===== config.mk =====
export PLATFORM = sky130hd
export DESIGN_NAME = mult_serial_acc
export DESIGN_NICKNAME = d
export VERILOG_FILES = /design/src/rtl/mult_serial_acc.sv
export SDC_FILE = /design/constraint.sdc
export NUM_CORES = 1
export LEC_CHECK = 0
export BUFFER_PORTS_ARGS = -buffer_cell sky130_fd_sc_hd__buf_2
export CORE_MARGIN = 2
export CORE_UTILIZATION = 54
export DETAILED_ROUTE_END_ITERATION = 6
export PLACE_DENSITY = 0.8
export REMOVE_ABC_BUFFERS = 1
export SKIP_CTS_REPAIR_TIMING = 1
export SYNTH_ARGS = -nofsm -noshare
export SYNTH_HDL_FRONTEND = slang
export SYNTH_SLANG_ARGS = --single-unit

===== constraint.sdc =====
create_clock -name clk -period 2.9 [get_ports clk]
set_input_delay 0.58 -clock clk [delete_from_list [all_inputs] [get_ports clk]]
set_output_delay 0.58 -clock clk [all_outputs]
set_load 0.03 [all_outputs]

===== src/rtl/mult_serial_acc.sv =====
// Bit-serial multiply-accumulate: M-bit parallel operand times an N-bit LSB-first
// serial operand, product streamed LSB-first and summed into a wrapping accumulator.
module mult_serial_acc #(
  parameter int M      = 8,
  parameter int N      = 8,
  parameter int ACC_W  = 20,
  parameter int SIGNED = 0
) (
  input  logic             clk,
  input  logic             rst,
  input  logic             start,
  input  logic [M-1:0]     x,
  input  logic             a_bit,
  input  logic             clr_acc,
  output logic             busy,
  output logic             p_bit,
  output logic             p_valid,
  output logic             done,
  output logic [ACC_W-1:0] acc
);
  localparam int L  = M + N;
  localparam int CW = $clog2(L + 1);

  typedef enum logic [1:0] {IDLE, RUN, LAST} state_t;
  state_t state_q, state_d;

  logic [M-1:0]     x_q;
  logic [M:0]       s_q;
  logic [L-1:0]     prod_q;
  logic [CW-1:0]    cnt_q;
  logic             clr_q;

  logic             accept, step, ak;
  logic [CW-1:0]    k;
  logic [M-1:0]     xs;
  logic [M+1:0]     xe, se, addend, t;
  logic [ACC_W-1:0] pext;

  always_ff @(posedge clk or posedge rst)
    if (rst) state_q <= IDLE;
    else     state_q <= state_d;

  always_comb begin
    state_d = state_q;
    case (state_q)
      IDLE:    if (accept) state_d = RUN;
      RUN:     if (cnt_q == CW'(L - 1)) state_d = LAST;
      LAST:    state_d = accept ? RUN : IDLE;
      default: state_d = IDLE;
    endcase
  end

  // LAST is the cycle carrying the final product bit; it doubles as the done pulse.
  always_comb begin
    busy    = (state_q != IDLE);
    done    = (state_q == LAST);
    p_valid = busy;
  end

  // Step 0 runs on the accepting edge, so it uses the live x and a zero partial sum.
  always_comb begin
    accept = start && (state_q == IDLE || state_q == LAST);
    step   = accept || (state_q == RUN);
    k      = accept ? '0 : cnt_q;
    xs     = accept ? x : x_q;
    xe     = (SIGNED != 0) ? {{2{xs[M-1]}}, xs} : {2'b00, xs};
    se     = accept ? '0 : ((SIGNED != 0) ? {s_q[M], s_q} : {1'b0, s_q});
    ak     = a_bit && (k < CW'(N));
    addend = '0;
    if (ak) addend = ((SIGNED != 0) && (k == CW'(N - 1))) ? -xe : xe;
    t      = se + addend;
    pext   = (SIGNED != 0) ? ACC_W'($signed(prod_q)) : ACC_W'(prod_q);
  end

  // T is one bit wider than S so the shift below is arithmetic or logical for free.
  always_ff @(posedge clk or posedge rst)
    if (rst) begin
      x_q    <= '0;
      s_q    <= '0;
      prod_q <= '0;
      cnt_q  <= '0;
      clr_q  <= 1'b0;
      p_bit  <= 1'b0;
      acc    <= '0;
    end else begin
      if (step) begin
        p_bit  <= t[0];
        s_q    <= t[M+1:1];
        prod_q <= {t[0], prod_q[L-1:1]};
        cnt_q  <= k + 1'b1;
      end else begin
        p_bit  <= 1'b0;
        cnt_q  <= '0;
      end
      if (accept) begin
        x_q   <= x;
        clr_q <= clr_acc;
      end
      if (state_q == LAST) acc <= (clr_q ? '0 : acc) + pext;
    end
endmodule


Word-level counts from Yosys, hierarchy flattened:

Index checks and enable logic that the tools add are counted.

* bits of input ports: 13
* RAM bits: 0
* ROM bits: 0
* memories kept: 0
* output and inout port bits: 24
* latch bits: 0
* register bits after elaboration: 62

* bitwise gates (word level): 0
* div/mod/pow operators: 0
* $lt $le $gt $ge: 1
* reductions and logical operators: 7
* $add $sub $neg: 3
* shift operators: 0
* equal/unequal tests: 5
* multipliers: 0
* muxes and demuxes: 11

Operator list (number)
* $add 20x16->20: 1
* $mux 20: 1
* $mux 8: 2
* $add 9x10->10: 1
* $mux 5: 2
* $mux 9: 1
* $pmux 2 s3: 1
* $add 5x1->5 const B: 1
* $eq 5x4->1 const B: 1
* $lt 5x4->1 const B: 1
* $mux 2: 2
* $ne 2x2->1 const B: 2
* $eq 2x1->1 const B: 1
* $eq 2x2->1 const B: 1
* $logic_and 1x1->1: 2
* $logic_not 2->1: 1
* $logic_or 1x1->1: 2
* $mux 1: 2
* $reduce_and 2->1: 1
* $reduce_bool 2->1: 1

Longest topological paths before layout:

* depth in word-level cells: 9
* depth in mapped cells: 13
* gate-level depth less buffers: 12

Worst setup path before layout:

Ideal clock, no wire load.

* path kind: input -> register
* start point: in start
* end point: reg s_q[8]
* path buffers: 1
* required time: 2.764 ns
* cell stages on the path: 12
* arrival time: 2.781 ns
* setup slack: -0.017 ns
* cells stage by stage: nor2b_1 > buf_2 > o21ai_1 > or2_2 > inv_1 > ha_1 > a21o_1 > a21oi_1 > o21a_1 > o21ai_0 > a2111oi_0 > nor3_1

* longest elaborated chain between the ends: 6
* elaborated cells between the ends (all ways): 9
* those cells by class: 1 x add/sub; 1 x order compare; 4 x mux; 3 x reduce/logical

Ends and longest elaborated chain
* from (decl): line 11 `input logic start,`
* $logic_and 1x1->1 (*): line 62 `accept = start && (state_q == IDLE || state_q == LAST);`
* $mux 5: line 64 `k = accept ? '0 : cnt_q;`
* $lt 5x4->1: line 68 `ak = a_bit && (k < CW'(N));`
* $logic_and 1x1->1: line 68
* $mux 8: line 70 `if (ak) addend = ((SIGNED != 0) && (k == CW'(N - 1))) ? -xe : xe;`
* $add 9x10->10: line 71 `t = se + addend;`
* to (signal assigned): line 88 `s_q <= t[M+1:1];`
* to (decl): line 28 `logic [M:0] s_q;`

Mark *: on every way between the ends. The rest lies on a longest branch, timed or not.
A chain may end at the register's enable or synchronous reset.

Worst setup path after layout:

* start point: reg state_q[0]
* end point: reg s_q[8]

* longest elaborated chain between the ends: 8
* elaborated cells between the ends (all ways): 13
* those cells by class: 1 x add/sub; 1 x order compare; 2 x eq/ne; 4 x mux; 5 x reduce/logical

Ends and longest elaborated chain
* from (decl): line 25 `state_t state_q, state_d;`
* from (signal assigned): line 41 `else state_q <= state_d;`
* $eq 2x2->1 or $logic_not 2->1 (tied branches): line 62
* $logic_or 1x1->1: line 62
* $logic_and 1x1->1: line 62
* $mux 5: line 64
* $lt 5x4->1: line 68
* $logic_and 1x1->1: line 68
* $mux 8: line 70
* $add 9x10->10: line 71

Several ways; a longest one is shown, not always the timed one.

==> impl_metrics.json <==
{
  "status": "completed",
  "endpoint_kind": "register",
  "period_share_pct": 92.77,
  "fin_ws_ns": 0.2098,
  "critPathTopFamily": "compound AO/OA/AOI/OAI gates",
  "grt_usage_pct": 23.10,
  "clock-sinks": 62,
  "clk_pin_slew_ns": 0.07,
  "antenna_found_initial": 0,
  "power_mw": 4.049,
  "ys.warnings.count": 0,
  "whs_ns": 0.3238,
  "crit_path_max_incr_delay_ns": 0.42,
  "die_area_mm2": 0.007719,
  "drv_slew": 0,
  "gp_congestion": 0.8949,
  "yosysSeqAreaShare_pct": 40.86,
  "drt_wl_total_mm": 8.178,
  "grt_pass1_wl_mm": 13.87,
  "hold_class": "input port to asynchronous set/reset pin",
  "fin_crit_ns": 2.690,
  "grt_overflow": 0,
  "critPathBufInv": 2,
  "utilization_pct": 64.00,
  "layout.cells.most_common": "nand2_1",
  "syn_avg_cell_area_um2": 8.690,
  "cap_violations": 0,
  "async_reset_ff_share_pct": 100.0,
  "required_ns": 3.11,
  "syn_inst": 437,
  "clockBufferDepth": 2,
  "core_area_mm2": 0.006794,
  "portBuffers": 36,
  "synth_cell_types": 57,
  "critPathKind": "register to register",
  "grt_pass1_vias": 2950,
  "dp_hpwl_mm": 6.133,
  "clock_skew_ns": 0.006513,
  "layout_common_cells": "nand2_1, dfrtp_1, buf_2",
  "netlist_area_mm2": 0.003797,
  "synth_top_area_share_pct": 40.86,
  "cp_max_fo": 6,
  "fmax_mhz": 371.7,
  "drtIter0Drc": 140,
  "worstSetupStartpointType": "register",
  "r2r-start": "state_q[0]$_DFFE_PP0P_",
  "vdd_drop_max_uv": 478.1,
  "synthFlopType": "dfrtp_1",
  "setup_violations": 0,
  "cp_cell_sequence": "nor2b_2, buf_4, mux2i_1, or2_2, inv_1, ha_1, a21o_1, a21oi_1, o21a_1, o21ai_0, a2111oi_1, nor3_1",
  "setup.worst_path.start": "state_q[0]$_DFFE_PP0P_",
  "initial_utilization_pct": 55.89,
  "drive_gt1_share_pct": 17.04,
  "slew_headroom_pct": 52.13,
  "synth_top_area_cell": "dfrtp_1",
  "ys_ff_latch": 62,
  "rows": 30,
  "cts_tree": "done",
  "critical_path_arrival_ns": 2.90,
  "drtAntennaViolNets": 0,
  "critical-path-slowest-cell": "dfrtp_1",
  "vias": 3196,
  "ys_top_cells_by_area": "dfrtp_1, nand2_1, ha_1",
  "power_density_mw_per_mm2": 931.2,
  "firstDrtPassIters": 5,
  "worst_slew_pin_slew_ns": 0.7155,
  "io-pin-count": 37,
  "place_ws_ns": -0.1828,
  "hold_viol_final": 0,
  "htreeDepth": 3,
  "avgRoutedWirePerCell_um": 14.03,
  "die_w_um": 87.86,
  "clkLatencyLatePin_ns": 0.34,
  "cts-buffers-inserted": 9,
  "power.leakage_nw": 2.171,
  "root_buffer": "clkbuf_8",
  "synth_edf_count": 0,
  "antenna_cells": 0,
  "grt_max_degree": 36,
  "avgViaCountPerCell": 5.482,
  "die_h_um": 87.86,
  "nets": 522,
  "syn_to_final_growth_pct": 14.50,
  "drcViolationCount": 0
}
## cells in the mapped netlist (all sizes together) (3+ instances only)
cell / instances
o21a: 6
a21o: 6
nor2b: 22
ha: 25
o211ai: 4
clkbuf: 11
a21oi: 27
dfrtp: 62
nand4: 3
nand2: 107
nand2b: 4
inv: 12
buf: 8
or2: 3
or3: 5
and2: 12
nor2: 15
nand3: 14
o21ai: 27
xor2: 8
nor3: 8
o31ai: 5
a211oi: 3
xnor2: 9
## metal layers
| metal | global-route usage [%] | share of wire (%) | vias to the layer above |
|---|---|---|---|
| li1 | - | - | 1589 |
| met1 | 31.72 | 46 | 1529 |
| met2 | 36.78 | 48 | 65 |
| met3 | 3.299 | 3.5 | 13 |
| met4 | 9.510 | 2.1 | 0 |
| met5 | 0 | 0 | - |
## power by group
part / internal [mW] / switching, mW / leakage (nW)
Sequential: 1.17 / 0.205 / 0.800
Clock: 0.440 / 0.338 / 0.106
Combinational: 0.765 / 1.14 / 1.26
Total: 2.37 / 1.68 / 2.17
## cell type report
type | count | area, um^2
fillers | 581 | 2446
flip-flops and latches | 62 | 1551
clock inverters | 4 | 45.04
inverters | 13 | 48.80
repair buffers | 53 | 307.8
multi-input cells | 343 | 2120
well taps | 96 | 120.1
clock buffers | 12 | 155.1
## kinds of logic after synthesis
logic type               count (synthesis)  share of synthesized area, %
multiplexers                             1                        0.2636
XOR/XNOR                                17                         3.921
AND/OR/NAND/NOR                        204                         25.44
flip-flops                              62                         40.86
adder cells (fa/ha/maj)                 27                         9.292
buffers and inverters                   32                         3.427
AO/OA/AOI/OAI                           94                         16.80
## registers in the layout, indices dropped and copies added (netlist names)
name	cells
acc	20
clr_q	1
cnt_q	5
p_bit	1
prod_q	16
s_q	9
state_q	2
x_q	8
## path summary, 6_finish.rpt
path | endpoint | slack (ns) | depth (start not counted)
worst min register to register | s_q[3]$_DFFE_PP0P_ | 0.48 | 2
max in group asynchronous | acc[10]$_DFFE_PP0P_ | 1.90 | 3
worst min-delay path | cnt_q[0]$_DFF_PP0_ | 0.32 | 2
worst max-delay path | s_q[8]$_DFFE_PP0P_ | 0.21 | 12
worst max register to register | s_q[8]$_DFFE_PP0P_ | 0.21 | 12
min in group clk | x_q[0]$_DFF_PP0_ | 0.47 | 3
## stage by stage
step / area, um^2 / instances / TNS, ns
2_1_floorplan: 3716 / 418 / -0.4885
3_3_place_gp: 4144 / 567 / -0.1286
3_5_place_dp: 4144 / 567 / -0.3718
4_1_cts: 4344 / 583 / 0
5_1_grt: 4348 / 583 / -0.009903
6_report: 4348 / 583 / 0
(Power assumes the default switching activity.)
